**config.mk**
```make
export PLATFORM = sky130hd
export DESIGN_NAME = vga_cmd_sched
export DESIGN_NICKNAME = d
export VERILOG_FILES = /design/src/rtl/vga_cmd_pkg.sv /design/src/rtl/rr_arb2.sv /design/src/rtl/vga_cmd_sched.sv
export SDC_FILE = /design/constraint.sdc
export NUM_CORES = 1
export LEC_CHECK = 0
export CAP_MARGIN = 0
export CORE_ASPECT_RATIO = 0.9
export CORE_UTILIZATION = 51
export DETAILED_ROUTE_END_ITERATION = 8
export PLACE_DENSITY = 0.86
export SETUP_SLACK_MARGIN = 0.1
export SYNTH_ARGS = -nofsm -noshare
export SYNTH_HDL_FRONTEND = slang
export SYNTH_HIERARCHICAL = 1
export SYNTH_SLANG_ARGS = --single-unit
```
**constraint.sdc**
```tcl
create_clock -name clk -period 7.7 [get_ports clk]
set_input_delay 0.77 -clock clk [delete_from_list [all_inputs] [get_ports clk]]
set_output_delay 0.77 -clock clk [all_outputs]
set_load 0.05 [all_outputs]
```
**src/rtl/vga_cmd_pkg.sv**
```systemverilog
`default_nettype none
// ============================================================================
//  Module   : vga_cmd_pkg
//  Purpose  : Shared opcodes, command-word field positions and scheduler
//             state encoding for vga_cmd_sched.
//  Revision : 1.0  initial release
// ============================================================================
package vga_cmd_pkg;

  // Opcode encodings carried in cmd[31:30]
  localparam logic [1:0] c_OP_SPR_POS = 2'b00;
  localparam logic [1:0] c_OP_SPR_ATT = 2'b01;
  localparam logic [1:0] c_OP_BKG     = 2'b10;
  localparam logic [1:0] c_OP_FONT    = 2'b11;

  // Command-word field bit positions
  localparam int c_OP_HI    = 31;
  localparam int c_OP_LO    = 30;
  localparam int c_SEL_HI   = 29;
  localparam int c_SEL_LO   = 25;
  localparam int c_VIS_BIT  = 19;
  localparam int c_X_HI     = 18;
  localparam int c_X_LO     = 9;
  localparam int c_Y_HI     = 8;
  localparam int c_Y_LO     = 0;
  localparam int c_BSEL_HI  = 1;
  localparam int c_BSEL_LO  = 0;
  localparam int c_FADDR_HI = 14;
  localparam int c_FADDR_LO = 4;
  localparam int c_FDATA_HI = 3;
  localparam int c_FDATA_LO = 0;

  // Scheduler states
  typedef enum logic [2:0] {
    ST_IDLE    = 3'd0,
    ST_WAIT_VB = 3'd1,
    ST_ISSUE   = 3'd2,
    ST_HOLD    = 3'd3,
    ST_GAP     = 3'd4
  } state_e;

  // Both sprite opcodes have a zero MSB
  function automatic logic is_sprite(input logic [1:0] op);
    return (op[1] == 1'b0);
  endfunction

endpackage
`default_nettype wire

```
**src/rtl/rr_arb2.sv**
```systemverilog
`default_nettype none
// ============================================================================
//  Module   : rr_arb2
//  Purpose  : Two-request round-robin arbiter. A grant is only issued while
//             en_i is high; on a tie the requester not served last wins.
//  Revision : 1.0  initial release
// ============================================================================
module rr_arb2 (
  input  logic clk,
  input  logic rst_n,
  input  logic en_i,
  input  logic req0_i,
  input  logic req1_i,
  output logic gnt0_o,
  output logic gnt1_o
);

  // 1 means port 1 was served last, so port 0 wins the first tie
  logic last_q;

  // Grant decode: single requester always wins, ties go against last_q
  always_comb begin
    gnt0_o = en_i & req0_i & (~req1_i | last_q);
    gnt1_o = en_i & req1_i & (~req0_i | ~last_q);
  end

  // Remember which port was served; a grant is itself a handshake
  always_ff @(posedge clk or negedge rst_n) begin
    if (!rst_n) begin
      last_q <= 1'b1;
    end else if (gnt0_o) begin
      last_q <= 1'b0;
    end else if (gnt1_o) begin
      last_q <= 1'b1;
    end
  end

endmodule
`default_nettype wire

```
**src/rtl/vga_cmd_sched.sv**
```systemverilog
`default_nettype none
// ============================================================================
//  Module   : vga_cmd_sched
//  Purpose  : Shares the sprite/background/font update ports of main_logic
//             between two requesters. Decodes one command per grant, issues
//             the matching pulses, stretches background/font strobes and
//             optionally defers sprite updates to vertical blank.
//  Revision : 1.0  initial release
// ============================================================================
module vga_cmd_sched
  import vga_cmd_pkg::*;
#(
  parameter int STROBE_CYCLES = 4,
  parameter bit SYNC_SPRITES  = 1'b1
) (
  input  logic        clk,
  input  logic        rst_n,
  input  logic        vblank,
  input  logic        r0_valid,
  input  logic        r1_valid,
  output logic        r0_ready,
  output logic        r1_ready,
  input  logic [31:0] r0_cmd,
  input  logic [31:0] r1_cmd,
  output logic        busy,
  output logic [9:0]  x,
  output logic [8:0]  y,
  output logic        visable,
  output logic [4:0]  sprite_sel,
  output logic        load_pos,
  output logic        load_att,
  output logic [1:0]  background_sel,
  output logic        bchange_active,
  output logic [10:0] fwaddr,
  output logic [3:0]  fwdata,
  output logic        fwenable,
  output logic        fchange_active
);

  localparam int c_CNT_W = $clog2(STROBE_CYCLES + 1);

  state_e              state_q, state_d;
  logic [31:0]         cmd_q, cmd_d;
  logic [c_CNT_W-1:0]  cnt_q, cnt_d;

  logic                busy_q, busy_d;
  logic [9:0]          x_q, x_d;
  logic [8:0]          y_q, y_d;
  logic                vis_q, vis_d;
  logic [4:0]          ssel_q, ssel_d;
  logic                lpos_q, lpos_d;
  logic                latt_q, latt_d;
  logic [1:0]          bsel_q, bsel_d;
  logic                bchg_q, bchg_d;
  logic [10:0]         faddr_q, faddr_d;
  logic [3:0]          fdata_q, fdata_d;
  logic                fwen_q, fwen_d;
  logic                fchg_q, fchg_d;

  logic                w_gnt0, w_gnt1, w_hs;
  logic [31:0]         w_req_cmd;
  logic                w_issue;
  logic [31:0]         w_icmd;
  logic                w_unused_bits;

  rr_arb2 u_arb (
    .clk    (clk),
    .rst_n  (rst_n),
    .en_i   (state_q == ST_IDLE),
    .req0_i (r0_valid),
    .req1_i (r1_valid),
    .gnt0_o (w_gnt0),
    .gnt1_o (w_gnt1)
  );

  assign r0_ready  = w_gnt0;
  assign r1_ready  = w_gnt1;
  assign w_hs      = w_gnt0 | w_gnt1;
  assign w_req_cmd = w_gnt0 ? r0_cmd : r1_cmd;

  // Reserved command bits carry no meaning
  assign w_unused_bits = ^{r0_cmd[24:20], r1_cmd[24:20], cmd_q[24:20]};

  // Next-state, command capture and output-register next values
  always_comb begin
    state_d = state_q;
    cmd_d   = cmd_q;
    cnt_d   = cnt_q;
    x_d     = x_q;
    y_d     = y_q;
    vis_d   = vis_q;
    ssel_d  = ssel_q;
    bsel_d  = bsel_q;
    faddr_d = faddr_q;
    fdata_d = fdata_q;
    lpos_d  = 1'b0;
    latt_d  = 1'b0;
    bchg_d  = bchg_q;
    fchg_d  = fchg_q;
    fwen_d  = fwen_q;
    w_issue = 1'b0;
    w_icmd  = cmd_q;

    case (state_q)
      ST_IDLE: begin
        if (w_hs) begin
          cmd_d = w_req_cmd;
          if (is_sprite(w_req_cmd[c_OP_HI:c_OP_LO]) && SYNC_SPRITES && !vblank) begin
            state_d = ST_WAIT_VB;
          end else begin
            w_issue = 1'b1;
            w_icmd  = w_req_cmd;
          end
        end
      end
      ST_WAIT_VB: begin
        if (vblank) begin
          w_issue = 1'b1;
        end
      end
      ST_ISSUE: begin
        if (is_sprite(cmd_q[c_OP_HI:c_OP_LO])) begin
          state_d = ST_IDLE;
        end else begin
          // Strobe has been high for one cycle; the next is the second
          state_d = ST_HOLD;
          cnt_d   = c_CNT_W'(2);
        end
      end
      ST_HOLD: begin
        if (cnt_q == c_CNT_W'(STROBE_CYCLES)) begin
          state_d = ST_GAP;
          bchg_d  = 1'b0;
          fchg_d  = 1'b0;
          fwen_d  = 1'b0;
        end else begin
          cnt_d = cnt_q + c_CNT_W'(1);
        end
      end
      ST_GAP: begin
        state_d = ST_IDLE;
      end
      default: begin
        state_d = ST_IDLE;
      end
    endcase

    // Registering the decoded fields here makes them visible during ISSUE
    if (w_issue) begin
      state_d = ST_ISSUE;
      case (w_icmd[c_OP_HI:c_OP_LO])
        c_OP_SPR_POS, c_OP_SPR_ATT: begin
          ssel_d = w_icmd[c_SEL_HI:c_SEL_LO];
          vis_d  = w_icmd[c_VIS_BIT];
          x_d    = w_icmd[c_X_HI:c_X_LO];
          y_d    = w_icmd[c_Y_HI:c_Y_LO];
          lpos_d = (w_icmd[c_OP_HI:c_OP_LO] == c_OP_SPR_POS);
          latt_d = (w_icmd[c_OP_HI:c_OP_LO] == c_OP_SPR_ATT);
        end
        c_OP_BKG: begin
          bsel_d = w_icmd[c_BSEL_HI:c_BSEL_LO];
          bchg_d = 1'b1;
        end
        default: begin
          faddr_d = w_icmd[c_FADDR_HI:c_FADDR_LO];
          fdata_d = w_icmd[c_FDATA_HI:c_FDATA_LO];
          fchg_d  = 1'b1;
          fwen_d  = 1'b1;
        end
      endcase
    end

    busy_d = (state_d != ST_IDLE);
  end

  // State, captured command and hold counter
  always_ff @(posedge clk or negedge rst_n) begin
    if (!rst_n) begin
      state_q <= ST_IDLE;
      cmd_q   <= '0;
      cnt_q   <= '0;
    end else begin
      state_q <= state_d;
      cmd_q   <= cmd_d;
      cnt_q   <= cnt_d;
    end
  end

  // Registered outputs
  always_ff @(posedge clk or negedge rst_n) begin
    if (!rst_n) begin
      busy_q  <= 1'b0;
      x_q     <= '0;
      y_q     <= '0;
      vis_q   <= 1'b0;
      ssel_q  <= '0;
      lpos_q  <= 1'b0;
      latt_q  <= 1'b0;
      bsel_q  <= '0;
      bchg_q  <= 1'b0;
      faddr_q <= '0;
      fdata_q <= '0;
      fwen_q  <= 1'b0;
      fchg_q  <= 1'b0;
    end else begin
      busy_q  <= busy_d;
      x_q     <= x_d;
      y_q     <= y_d;
      vis_q   <= vis_d;
      ssel_q  <= ssel_d;
      lpos_q  <= lpos_d;
      latt_q  <= latt_d;
      bsel_q  <= bsel_d;
      bchg_q  <= bchg_d;
      faddr_q <= faddr_d;
      fdata_q <= fdata_d;
      fwen_q  <= fwen_d;
      fchg_q  <= fchg_d;
    end
  end

  assign busy           = busy_q;
  assign x              = x_q;
  assign y              = y_q;
  assign visable        = vis_q;
  assign sprite_sel     = ssel_q;
  assign load_pos       = lpos_q;
  assign load_att       = latt_q;
  assign background_sel = bsel_q;
  assign bchange_active = bchg_q;
  assign fwaddr         = faddr_q;
  assign fwdata         = fdata_q;
  assign fwenable       = fwen_q;
  assign fchange_active = fchg_q;

endmodule
`default_nettype wire
```
After elaboration in Yosys (flattened, before gate mapping). Cells that the tools add are included.

Register bits: 87. Input port bits: 69. Output and inout port bits: 50. Logic and storage cells: 87.

Reduce and logical (&&, ||, !) cells: 14. Multiplexer cells: 35. Bitwise logic cells: 12. $add $sub $neg: 1. Equal/unequal tests: 8.

Operators by type and width (number): 32-bit two-way mux (4); 1-bit two-way mux (21); 3-bit two-way mux (6); 3-bit case mux with 4 select lines (1); 2-bit AND reduction (4); 3-bit by 2-bit equality test with 1-bit output (second input constant) (2); 3-bit case mux with 2 select lines (1); 1-bit inverter (5); 1-bit AND (4); 2-bit != test (second input constant) (2); 2-bit nonzero test (2); 3-bit by 1-bit adder with 3-bit output (second input constant) (1); 3-bit by 1-bit equality test with 1-bit output (second input constant) (1); 3-bit equality test (second input constant) (1); 3-bit zero test (1); 1-bit OR (3); 3-bit AND reduction (1); 3-bit nonzero test (1); 3-bit OR reduction (1); 2-bit by 1-bit equality test with 1-bit output (second input constant) (1); 2-bit equality test (second input constant) (1); 2-bit zero test (1); 2-bit two-way mux (1); 1-bit case mux with 2 select lines (1); 3 further kinds (3).

Depth between registers and ports, before layout.
Depth in word-level cells: 13. Depth in mapped cells: 11. Depth with buffers taken out: 8.

Hierarchy. Netlist, hierarchy kept.

Modules (own cells, without submodules): vga_cmd_sched (times used 1, sequential area each 2026.9 um2, area each 3901.2 um2, cells each 306); rr_arb2 (times used 1, sequential area each 26.3 um2, area each 62.6 um2, cells each 8).

Least setup slack after synthesis. Ideal clock, no wire load.

Path type: reg2reg. Start: register state_q[2]. End: register ssel_q[4], in the netlist sprite_sel[4]. Data required time: 7.575 ns. Cell stages (with the launch flop): 11. Arrival: 3.267 ns. Slack: 4.308 ns. Library setup time: 0.125 ns. Buffers on the path: 3. Cell sequence: dfrtp_1 -> or3_4 -> clkinv_2 -> nand2_1 -> a21oi_1 -> buf_4 -> buf_4 -> buf_2 -> mux2i_1 -> mux2i_1 -> mux2_4.

Word-level cells in the longest chain between the ends: 12. Elaborated cells on any way between the ends: 20. Those cells by class: eq/ne: 2; mux: 7; bitwise: 6; reduce/logical: 5.

Ends and longest elaborated chain: from (decl) (line vga_cmd_sched.sv:42) `state_e state_q, state_d;`; from (signal assigned) (line vga_cmd_sched.sv:183) `state_q <= state_d;`; 3-bit zero test (*) (line vga_cmd_sched.sv:69) `.en_i (state_q == ST_IDLE),`; 1-bit AND (*) (2 in a row) (line rr_arb2.sv:23) `gnt0_o = en_i & req0_i & (~req1_i | last_q);`; named net r0_ready (line vga_cmd_sched.sv:21) `output logic r0_ready,`; 32-bit two-way mux (line vga_cmd_sched.sv:79) `assign w_req_cmd = w_gnt0 ? r0_cmd : r1_cmd;`; 1-bit inverter (line vga_cmd_pkg.sv:44) `return (op[1] == 1'b0);`; 1-bit logical AND (line vga_cmd_sched.sv:108) `if (is_sprite(w_req_cmd[c_OP_HI:c_OP_LO]) && SYNC_SPRITES && !vblank) begin`; 32-bit two-way mux (line vga_cmd_sched.sv:108); 32-bit two-way mux (line vga_cmd_sched.sv:106) `if (w_hs) begin`; 32-bit two-way mux (line vga_cmd_sched.sv:104) `case (state_q)`; 2-bit by 1-bit equality test with 1-bit output / 2-bit zero test (equally long branches) (line vga_cmd_sched.sv:151) `case (w_icmd[c_OP_HI:c_OP_LO])`; 2-bit OR reduction (line vga_cmd_sched.sv:151); 2-bit AND reduction (no source line); to (signal assigned) (line vga_cmd_sched.sv:210) `ssel_q <= ssel_d;`; to (decl) (line vga_cmd_sched.sv:50) `logic [4:0] ssel_q, ssel_d;`.

Mark *: on every way through the listed nets, which the timed path passes. The rest lies on a longest branch. A chain may end at the register's enable or synchronous reset.

Worst setup path after layout.
Start: register state_q[0]. End: register faddr_q[4], in the netlist fwaddr[4].

Word-level cells in the longest chain between the ends: 13. Elaborated cells on any way between the ends: 22. Those cells by class: eq/ne: 3; mux: 7; bitwise: 7; reduce/logical: 5.

Ends and longest elaborated chain: 3-bit zero test (line vga_cmd_sched.sv:69, vga_cmd_sched.sv:104); 1-bit AND (2 in a row) (line rr_arb2.sv:23); 32-bit two-way mux (line vga_cmd_sched.sv:79); 1-bit inverter (line vga_cmd_pkg.sv:44); 1-bit logical AND (line vga_cmd_sched.sv:108); 32-bit two-way mux (line vga_cmd_sched.sv:108); 32-bit two-way mux (line vga_cmd_sched.sv:106); 32-bit two-way mux (line vga_cmd_sched.sv:104); 2-bit by 1-bit equality test with 1-bit output (tied with other cells) (line vga_cmd_sched.sv:151); 3-bit OR reduction (no source line); 1-bit inverter (no source line); 2-bit AND reduction (no source line); to (signal assigned) (line vga_cmd_sched.sv:215) `faddr_q <= faddr_d;`; to (decl) (line vga_cmd_sched.sv:55) `logic [10:0] faddr_q, faddr_d;`.

Parallel ways exist; a longest one is shown, timed or not.

==> run summary <==
Hold path cells: 2
Post-cts hold buffer count: 0
EDFF count, synth: 0
Top post-synthesis cells by area: dfrtp_1 (51%), mux2_2 (13%), mux2i_1 (9.6%)
Largest net degree at the start of global routing: 83
Leakage power: 0.00248 µW
Number of CTS-inserted buffers: 9
Yosys synthesis warning count: 6
Fillers: 564
Post-detail-place hpwl: 5730 µm
Setup Skew: 0.0114 ns
Clk sinks: 82
Worst-path cell chain: or3_4 > clkinv_2 > nand2_1 > a21oi_4 > buf_4 > nor2_1 > nor2_4 > a32oi_4 > mux2_2
P per Cell Area: 470 nW/µm²
Area Growth Syn to Fin: 34.9%
Async SR Flop Fraction: 100%
Most used DFF post-synth: dfrtp_1
Area of the core: 7540 µm²
Final Hold Fails: 0
GPL Wtd Cong: 0.737
IR drop worst, VDD: 267 µV
Syn avg cell area: 12.6 µm²
Critical path class: flip-flop to flip-flop
Hold Crit Class: flip-flop to flip-flop
Yosys reg bits: 82
Clk pin slew, worst setup/hold paths: 0.08 ns
Top sig layer: met4
Grt total ovfl: 0
Delay-heaviest family, CP: simple AND/OR/NAND/NOR gates
I/O Buffers: 108
Residual DRC: 0
CTS tree: built
Maximum fanout along the worst path: 49
Tcrit/Tclk final: 49.7%
Hold wc startpoint: fwenable
Metal-1 WL: 3470 µm
R2r setup slk: 3.87 ns
Sequential fraction of the synthesis area: 51.8%
Antenna Cells: 0
Final design utilization: 70.9%
CP Launch Type: flip-flop
Metal3 WL: 511 µm
Worst path arrival time: 4.06 ns
Post-CTS sizing: 0
WP buf/inv: 2
Antenna violations before repair: 0
I/O pins: 119
Slowest cell on the critical path: nor2_4
FF-to-FF End: fwaddr[4]
TritonRoute pass-1 iters: 4
Critical R2R Launch: state_q[0]
Vias in the first global route: 2860
Fin nets: 494
Placed cell count: 508
DR vias: 2750
Clk_lat worst skew: 0.35 ns
Starting Density: 52.5%
Largest stage delay, worst path: 0.87 ns
Finished Layout Cells: 524
DR vias/cell: 5.25
Synthesized area: 3960 µm²
Post CTS Setup Buffer Count: 0
RSZ-0062 raised after global routing: false
Critical Path RT: 7.93 ns
Die area: 8130 µm²
Initial DRC Count: 124
Layout cells sized above 1: 22.4%
CTS max path bufs: 2
H-tree depth: 3
Synth unique cells: 35
Measured slew at the worst slew-check pin: 1.10 ns
Min Tclk post-route: 3.83 ns
Post-Synthesis Cells: 314
Die extent in y: 85.6 µm
Setup TNS: 0 ns
Placed cell area: 5100 µm²
GRT Util Overall: 22.5%
Final setup vio count: 0
Worst Hold End: fwenable
Fmax: 261 MHz
CTS root buf: clkbuf_8
Crit. End Element: flip-flop
Max Cap Viol: 0
Final Max Slew Viols: 0
Worst r2r path cells: 9
Synth top area share: 51.1%
Rel. slew slack: 26.6%
Most frequent cells in the layout: clkdlybuf4s50_1 (107), dfrtp_1 (81), mux2_2 (46), mux2i_1 (38), nor2_1 (24)
Status: finished clean
Most common cell after layout, fill and taps aside: clkdlybuf4s50_1
Wire length on met2: 4340 µm
Routed Wire Length: 8390 µm
Finished Cell Area: 5350 µm²
# rows: 30
Wire per inst: 16.0 µm
Syn nets: 385
Dominant cell type by area after synthesis: dfrtp_1
First-pass GRT wire length: 13800 µm
Final ANT Viol Nets: 0
Die X: 94.9 µm
## through the flow
step / power [µW] / setup WS [ns] / hold slack (ns)
floorplan: 1730 / 4.31 / 0.470
global placement: 2080 / 3.59 / 0.467
detailed placement: 2140 / 3.55 / 0.472
CTS: 2530 / 3.84 / 0.493
global route: 2650 / 3.59 / 0.521
finish: 2510 / 3.87 / 0.492
## registers in the layout, indices dropped and copies added, names as in the netlist, 3 cells and up
name,cells
cmd_q,27
fwaddr,11
x,10
y,9
sprite_sel,5
fwdata,4
cnt_q,3
state_q,3
## power breakdown
part	internal, µW	switching, µW
Combinational	559	803
Sequential	642	123
Clock	232	153
## synth_stat cells, types with 2 or more instances
cell	instances
buf_6	5
mux2_4	19
ha_1	2
o21ai_0	4
nor2b_1	2
inv_1	23
buf_4	2
mux2i_1	38
nor2_1	24
and3_1	3
a21oi_1	22
nand3_1	2
nand2_1	16
dfrtp_1	81
nor3_1	2
buf_2	5
mux2_2	46
## cell type report
cell class / count / area [µm²] / share of cell area (%)
Inverter: 24 / 91.3 / 1.71
Sequential cell: 82 / 2050 / 38.4
Tap cell: 96 / 120 / 2.25
Timing Repair Buffer: 111 / 1100 / 20.6
Clock inverter: 5 / 100 / 1.87
Clock buffer: 11 / 151 / 2.83
Multi-Input combinational cell: 195 / 1730 / 32.4
## how the worst max path moves through the flow
| stage | startpoint | end | slack (ns) | depth (start not counted) |
|---|---|---|---|---|
| finish | state_q[0] | fwaddr[4] | 3.87 | 9 |
| global route | state_q[0] | fwdata[2] | 3.59 | 9 |
| CTS | state_q[0] | fwaddr[4] | 3.84 | 9 |
| detailed placement | r0_valid | fwaddr[4] | 3.55 | 8 |
| global placement | r0_valid | fwaddr[2] | 3.59 | 8 |
| floorplan | state_q[2] | sprite_sel[4] | 4.31 | 10 |
## cell families after synthesis
family	share of synthesized area, %
muxes	29.9
DFF	51.8
and+or+nand+nor	6.82
buffers and inverters	4.83
AOI/OAI and AO/OA	6.06
adders and majority gates	0.631
## worst reg2reg max path: cells and delay by family (launching register included)
family	cells	cell delay, ns
buffers and inverters	2	0.56
DFF	1	0.47
muxes	1	0.43
and+or+nand+nor	4	1.58
AOI/OAI and AO/OA	2	0.69
## metal layers
metal	track usage (%)	vias to the layer above
li1	-	1297
met1	26.6	1371
met2	38.7	75
met3	8.24	7
met4	5.51	0
met5	0	-
Note: power is estimated with default switching activity, not from simulation.
